## config.mk

```make
export PLATFORM = sky130hd
export DESIGN_NAME = mvau_act_thresh
export DESIGN_NICKNAME = d
export VERILOG_FILES = /design/src/rtl/mvau_defn.sv /design/src/rtl/mvau_thresh_cmp.sv /design/src/rtl/mvau_act_thresh.sv
export SDC_FILE = /design/constraint.sdc
export NUM_CORES = 1
export LEC_CHECK = 0
export BUFFER_PORTS_ARGS = -buffer_cell sky130_fd_sc_hd__buf_2
export CORE_AREA = 3 3 163 165
export DETAILED_ROUTE_END_ITERATION = 7
export DIE_AREA = 0 0 166 168
export PLACE_DENSITY = 0.73
export SYNTH_ARGS = -nofsm -noshare
export SYNTH_HDL_FRONTEND = slang
export SYNTH_SLANG_ARGS = --single-unit
```

## constraint.sdc

```tcl
create_clock -name clk -period 4.7 [get_ports clk]
set_input_delay 0.94 -clock clk [delete_from_list [all_inputs] [get_ports clk]]
set_output_delay 0.94 -clock clk [all_outputs]
set_load 0.02 [all_outputs]
```

## src/rtl/mvau_defn.sv

```systemverilog
// -----------------------------------------------------------------------------
// mvau_defn -- shared definitions for the MVAU multi-threshold activation stage.
//   PE   : lanes per beat (output channels processed in parallel)
//   NF   : neuron folds; channel of lane p at fold f is f*PE+p
//   TA   : signed accumulator / threshold width
//   OB   : output bits per lane
//   NT   : thresholds per channel (2**OB - 1)
//   NF_T : width of the fold counter
// -----------------------------------------------------------------------------
package mvau_defn;

  localparam int PE   = 2;
  localparam int NF   = 4;
  localparam int TA   = 16;
  localparam int OB   = 2;
  localparam int NT   = (1 << OB) - 1;
  localparam int NF_T = $clog2(NF);

  typedef logic signed [TA-1:0] acc_t;

endpackage

```

## src/rtl/mvau_thresh_cmp.sv

```systemverilog
// -----------------------------------------------------------------------------
// mvau_thresh_cmp -- combinational compare-and-count for one lane.
//   acc : signed accumulator value
//   thr : NT thresholds, threshold t at bits [t*TA +: TA], signed
//   cnt : number of thresholds with acc >= thr[t] (0..NT, fits OB bits)
// The result is a plain population count, so a non-ascending table still
// yields a well-defined value.
// -----------------------------------------------------------------------------
module mvau_thresh_cmp
  import mvau_defn::*;
(
  input  acc_t             acc,
  input  logic [NT*TA-1:0] thr,
  output logic [OB-1:0]    cnt
);

  always_comb begin
    // NOTE: combinational logic uses blocking '='; the default assignment
    // first guarantees every path drives cnt, so no latch is inferred.
    cnt = '0;
    for (int t = 0; t < NT; t++) begin
      // Both operands are signed TA-bit values: a true signed compare.
      if (acc >= acc_t'(thr[t*TA +: TA])) begin
        cnt = cnt + OB'(1);
      end
    end
  end

endmodule

```

## src/rtl/mvau_act_thresh.sv

```systemverilog
// -----------------------------------------------------------------------------
// mvau_act_thresh -- multi-threshold activation stage behind the MVAU.
//   clk     : main clock
//   rst     : asynchronous reset, active-high
//   thres   : static threshold table, channel c / threshold t at
//             bits [(c*NT+t)*TA +: TA], ascending per channel
//   in_v    : input beat valid
//   in_r    : input ready
//   in_acc  : PE signed accumulators, lane p at bits [p*TA +: TA]
//   out_v   : output beat valid
//   out_r   : downstream ready
//   out_act : PE unsigned activations, lane p at bits [p*OB +: OB]
//
// Two-stage pipeline. Stage 1 captures the accumulators together with the
// thresholds of the current fold, so the fold counter can run ahead freely.
// Stage 2 holds the counted activations. Full backpressure: in_r depends on
// pipeline occupancy and out_r only, never on in_v.
// -----------------------------------------------------------------------------
module mvau_act_thresh
  import mvau_defn::*;
(
  input  logic                   clk,
  input  logic                   rst,
  input  logic [PE*NF*NT*TA-1:0] thres,
  input  logic                   in_v,
  output logic                   in_r,
  input  logic [PE*TA-1:0]       in_acc,
  output logic                   out_v,
  input  logic                   out_r,
  output logic [PE*OB-1:0]       out_act
);

  // Threshold bits belonging to one lane.
  localparam int LW = NT * TA;

  logic [NF_T-1:0]    nf_cnt;
  logic               s1_v;
  logic               s2_v;
  logic [PE*TA-1:0]   s1_acc;
  logic [PE*LW-1:0]   s1_thr;
  logic [PE*LW-1:0]   thr_sel;
  logic [PE*OB-1:0]   act_d;
  logic               adv;
  logic               xfer;

  assign adv   = !s2_v || out_r;
  assign in_r  = !s1_v || adv;
  assign xfer  = in_v && in_r;
  assign out_v = s2_v;

  // The PE channels of one fold are contiguous in the table.
  assign thr_sel = thres[int'(nf_cnt)*PE*LW +: PE*LW];

  // Control state: fold counter and stage valids.
  always_ff @(posedge clk or posedge rst) begin
    // NOTE: sequential state is updated with non-blocking '<=' so every
    // register samples pre-edge values regardless of statement order.
    if (rst) begin
      nf_cnt <= '0;
      s1_v   <= 1'b0;
      s2_v   <= 1'b0;
    end else begin
      if (xfer) begin
        nf_cnt <= (nf_cnt == NF_T'(NF - 1)) ? '0 : nf_cnt + 1'b1;
      end
      // Stage 1 refills (or empties) whenever it is free or moving on.
      if (in_r) begin
        s1_v <= in_v;
      end
      if (adv) begin
        s2_v <= s1_v;
      end
    end
  end

  // NOTE: stage-1 datapath registers carry no reset; their contents are
  // only observed when s1_v is set, which is reset.
  always_ff @(posedge clk) begin
    if (xfer) begin
      s1_acc <= in_acc;
      s1_thr <= thr_sel;
    end
  end

  for (genvar p = 0; p < PE; p++) begin : g_lane
    mvau_thresh_cmp u_cmp (
      .acc (acc_t'(s1_acc[p*TA +: TA])),
      .thr (s1_thr[p*LW +: LW]),
      .cnt (act_d[p*OB +: OB])
    );
  end

  // Output register; held while stalled so out_act is stable under
  // out_v && !out_r.
  always_ff @(posedge clk or posedge rst) begin
    if (rst) begin
      out_act <= '0;
    end else if (adv && s1_v) begin
      out_act <= act_d;
    end
  end

endmodule

```

==> impl_metrics.env <==
export IMPL_final_cell_mix="sky130_fd_sc_hd__buf_2 (425), sky130_fd_sc_hd__edfxtp_1 (128), sky130_fd_sc_hd__ha_1 (101), sky130_fd_sc_hd__mux4_2 (96), sky130_fd_sc_hd__inv_1 (94)"
export IMPL_via_count_of_the_first_global_routing_pass=7416
export IMPL_initial_utilization_pct=35.6
export IMPL_rows=58
export IMPL_timing_critical_path_from_type="flop"
export IMPL_floorplan_die_width_um=166
export IMPL_worst_hold_slack_ps=492
export IMPL_drt_iter0_drc=333
export IMPL_holdPathStages=2
export IMPL_cts_sinks=136
export IMPL_fp_dieArea_sq_um=27900
export IMPL_cell_chain_critical_path="ha_1 > nor2b_1 > o21a_1 > o21a_1 > o21ai_1 > nand2_1 > a2111oi_2 > o22a_1 > ha_1 > xor2_1 > o21ai_1"
export IMPL_critPathSlowestCell="sky130_fd_sc_hd__a2111oi_2"
export IMPL_final_core_util_pct=48.1
export IMPL_drive_gt1_share_pct=53.7
export IMPL_viasPerCell=5.07
export IMPL_cts_htree_levels=4
export IMPL_hpwlAfterDp_um=22100
export IMPL_ioPinCount=426
export IMPL_total_wire_length_after_detailed_routing_um=26400
export IMPL_outcome="complete, no violations"
export IMPL_timing_hold_worst_class="flop to flop"
export IMPL_chipHeight_um=168
export IMPL_layout_nets=1563
export IMPL_critical_path_required_ps=5040
export IMPL_cts_post_setup_buffers_inserted=0
export IMPL_p_int_w=0.00382
export IMPL_power_leakage_nw=5.59
export IMPL_post_syn_area_sq_um=8980
export IMPL_clk_tree_root_cell="sky130_fd_sc_hd__clkbuf_16"
export IMPL_power_per_cell_area_nw_per_um2=457
export IMPL_syn_mean_instance_area_sq_um=14.5
export IMPL_finClkSkew_ps=11.4
export IMPL_placed_cells=1353
export IMPL_hold_path_startpoint="out_act[3]$_DFFE_PP0P_"
export IMPL_crit_type="flop to flop"
export IMPL_worst_hold_endpoint="out_act[3]$_DFFE_PP0P_"
export IMPL_grt_pass1_wl_um=40300
export IMPL_core_sq_um=25200
export IMPL_non_filler_instance_count_after_layout=1385
export IMPL_worst_r2r_setup_slack_ps=1950
export IMPL_power_switching_share_pct=31.0
export IMPL_r2r_end="out_act[2]$_DFFE_PP0P_"
export IMPL_worst_r2r_path_depth=11
export IMPL_ctsResizeCount=0
export IMPL_ys_types=42
export IMPL_antenna_left=0
export IMPL_avgRoutedWirePerCell_um=19.1
export IMPL_finalHoldViolCount=0
export IMPL_yosysTopAreaCell="sky130_fd_sc_hd__edfxtp_1"
export IMPL_tritoncts_clock_tree="built"
export IMPL_worstReg2RegStart="s1_acc[17]$_DFFE_PP_"
export IMPL_seq_power_share_pct=36.4
export IMPL_synth_seq_cells=136
export IMPL_clock_path_buffers=2
export IMPL_yosys_top_cells_area="sky130_fd_sc_hd__edfxtp_1 (43%), sky130_fd_sc_hd__mux4_2 (24%), sky130_fd_sc_hd__ha_1 (14%)"
export IMPL_power_share_clock_pct=25.8
export IMPL_cts_hold_buffers_added=0
export IMPL_detail_route_first_pass_iterations=5
export IMPL_edff_count_synth=128
export IMPL_min_period_ps=2750
export IMPL_critPathMaxFanout=3
export IMPL_finalMaxSlewViolations=0
export IMPL_clock_insertion_delay_worst_skew_ps=420
export IMPL_critPathArrivalTime_ps=3090
export IMPL_worst_pin_slew_ps=843
export IMPL_yosys_warnings=0
export IMPL_synthArstFlopShare_pct=5.88
export IMPL_detail_route_drc_violations=0
export IMPL_worst_setup_hold_path_clk_slew_ps=60
export IMPL_irDropWorstVdd_mv=0.332
export IMPL_total_congestion_overflow_after_global_routing=0
export IMPL_drv_max_cap_violation_count=0
export IMPL_routabilityCongestion=0.868
export IMPL_antenna_cells=0
export IMPL_total_net_switching_power_w=0.00171
export IMPL_cts_buffers=17
export IMPL_num_vias=7020
export IMPL_port_buffer_count=425
export IMPL_final_min_period_over_clock_period_pct=58.4
export IMPL_synth_seq_area_share_pct=45.1
export IMPL_endpoint_kind="flop"
export IMPL_number_of_antenna_violations_at_the_first_check_in_global_routing=2
export IMPL_postSynth_topFlopCell="sky130_fd_sc_hd__edfxtp_1"
export IMPL_pin_count_of_the_biggest_net_entering_global_routing=67
export IMPL_crit_path_max_incr_delay_ps=490
export IMPL_area_growth_syn_to_layout_pct=34.8
export IMPL_post_synth_inst_count=617
export IMPL_max_freq_mhz=364
export IMPL_setup_viol=0
export IMPL_layout_commonest_cell="sky130_fd_sc_hd__buf_2"
export IMPL_slew_headroom_pct=43.8
export IMPL_setup_repair_after_global_routing_missed_its_margin="false"
export IMPL_mappedNetlistNets=1138
export IMPL_setup_tns_ps=0
export IMPL_combPwrFrac_pct=37.8
export IMPL_grt_usage_pct=18.6
export IMPL_synth_largest_type_area_fraction_pct=42.8
## power by group through the flow
| stage | logic [W] | clock network, W | registers (W) |
|---|---|---|---|
| 5_1_grt | 0.00232 | 0.00151 | 0.00207 |
| 4_1_cts | 0.00213 | 0.00145 | 0.00203 |
| 2_1_floorplan | 0.00169 | 0 | 0.00185 |
| 3_3_place_gp | 0.00207 | 0 | 0.00204 |
| 3_5_place_dp | 0.00211 | 0 | 0.00205 |
| 6_report | 0.00209 | 0.00143 | 0.00201 |
## layout make-up
cell class                      instances  area [sq um]
Tap cell                              330           413
Clock buffer                           17           425
Fill cell                            2266         13100
Sequential cell                       136          4050
Timing Repair Buffer                  428          2170
Clock inverter                         15           200
Multi-Input combinational cell        364          4480
Inverter                               95           359
## kinds of logic (layout without fill, tap and decap cells)
| logic type | Yosys count | in the layout | synth area share, % |
|---|---|---|---|
| xor+xnor | 2 | 2 | 0.195 |
| flops | 136 | 136 | 45.1 |
| fa+ha+maj | 101 | 101 | 14.1 |
| compound gates | 83 | 83 | 6.13 |
| simple gates | 79 | 79 | 5.03 |
| mux | 99 | 99 | 24.4 |
| buf+inv | 117 | 555 | 5.06 |
## critical path: cells and delay by family, from the launching register on
kind                     cells  cell delay, ps
AO/OA/AOI/OAI                6            1270
XOR/XNOR                     1             160
flip-flops                   1             440
adder cells (fa/ha/maj)      2             550
AND/OR/NAND/NOR              2             250
## sequential cells by signal, summed over array words and instances (netlist names)
| register | flops |
|---|---|
| nf_cnt | 2 |
| out_act | 4 |
| out_v | 1 |
| s1_acc | 32 |
| s1_thr | 96 |
| s1_v | 1 |
## layer usage
layer / vias up / track usage, % / share of wire, %
li1: 3303 / - / -
met1: 3400 / 23.6 / 41
met2: 292 / 32.6 / 51
met3: 21 / 4.81 / 7.1
met4: 4 / 3.87 / 1.0
met5: - / 0 / 0.087
## Yosys cell counts, types with 2 or more instances
| cell | instances |
|---|---|
| sky130_fd_sc_hd__o21ai_0 | 12 |
| sky130_fd_sc_hd__clkbuf_1 | 7 |
| sky130_fd_sc_hd__nand4_1 | 17 |
| sky130_fd_sc_hd__dfrtp_1 | 8 |
| sky130_fd_sc_hd__nand2b_1 | 8 |
| sky130_fd_sc_hd__a211oi_1 | 2 |
| sky130_fd_sc_hd__a21oi_1 | 28 |
| sky130_fd_sc_hd__nor2_1 | 8 |
| sky130_fd_sc_hd__o21a_1 | 2 |
| sky130_fd_sc_hd__inv_1 | 95 |
| sky130_fd_sc_hd__nor4b_1 | 3 |
| sky130_fd_sc_hd__o41ai_1 | 2 |
| sky130_fd_sc_hd__o21ai_1 | 2 |
| sky130_fd_sc_hd__edfxtp_1 | 128 |
| sky130_fd_sc_hd__buf_2 | 12 |
| sky130_fd_sc_hd__nand2_1 | 12 |
| sky130_fd_sc_hd__or2_2 | 2 |
| sky130_fd_sc_hd__ha_1 | 101 |
| sky130_fd_sc_hd__o211ai_1 | 4 |
| sky130_fd_sc_hd__mux2_2 | 2 |
| sky130_fd_sc_hd__buf_1 | 3 |
| sky130_fd_sc_hd__mux4_2 | 96 |
| sky130_fd_sc_hd__a2111oi_2 | 3 |
| sky130_fd_sc_hd__o22a_1 | 3 |
| sky130_fd_sc_hd__o22ai_1 | 3 |
| sky130_fd_sc_hd__nor2b_1 | 10 |
| sky130_fd_sc_hd__a21o_1 | 19 |
| sky130_fd_sc_hd__nor3_1 | 3 |
| sky130_fd_sc_hd__nand3_1 | 9 |
## through the flow
stage	power, W	instance area (sq um)	setup slack (ps)
final	0.00553	12100	1950
after global routing	0.00590	12100	1800
after CTS	0.00561	12100	1960
after floorplan	0.00354	8980	392
after global placement	0.00411	11500	1990
after detailed placement	0.00416	11500	1930
## worst max-delay path by stage
| stage | cells after the start | slack, ps | start | to |
|---|---|---|---|---|
| after floorplan | 3 | 390 | out_r | s1_acc[0]$_DFFE_PP_ |
| after global routing | 11 | 1800 | s1_acc[25]$_DFFE_PP_ | out_act[2]$_DFFE_PP0P_ |
| after global placement | 5 | 1990 | out_r | s1_thr[33]$_DFFE_PP_ |
| after CTS | 11 | 1960 | s1_acc[17]$_DFFE_PP_ | out_act[2]$_DFFE_PP0P_ |
| final | 11 | 1950 | s1_acc[17]$_DFFE_PP_ | out_act[2]$_DFFE_PP0P_ |
| after detailed placement | 5 | 1930 | out_r | s1_thr[3]$_DFFE_PP_ |
Note: power is estimated with default switching activity, not from simulation.
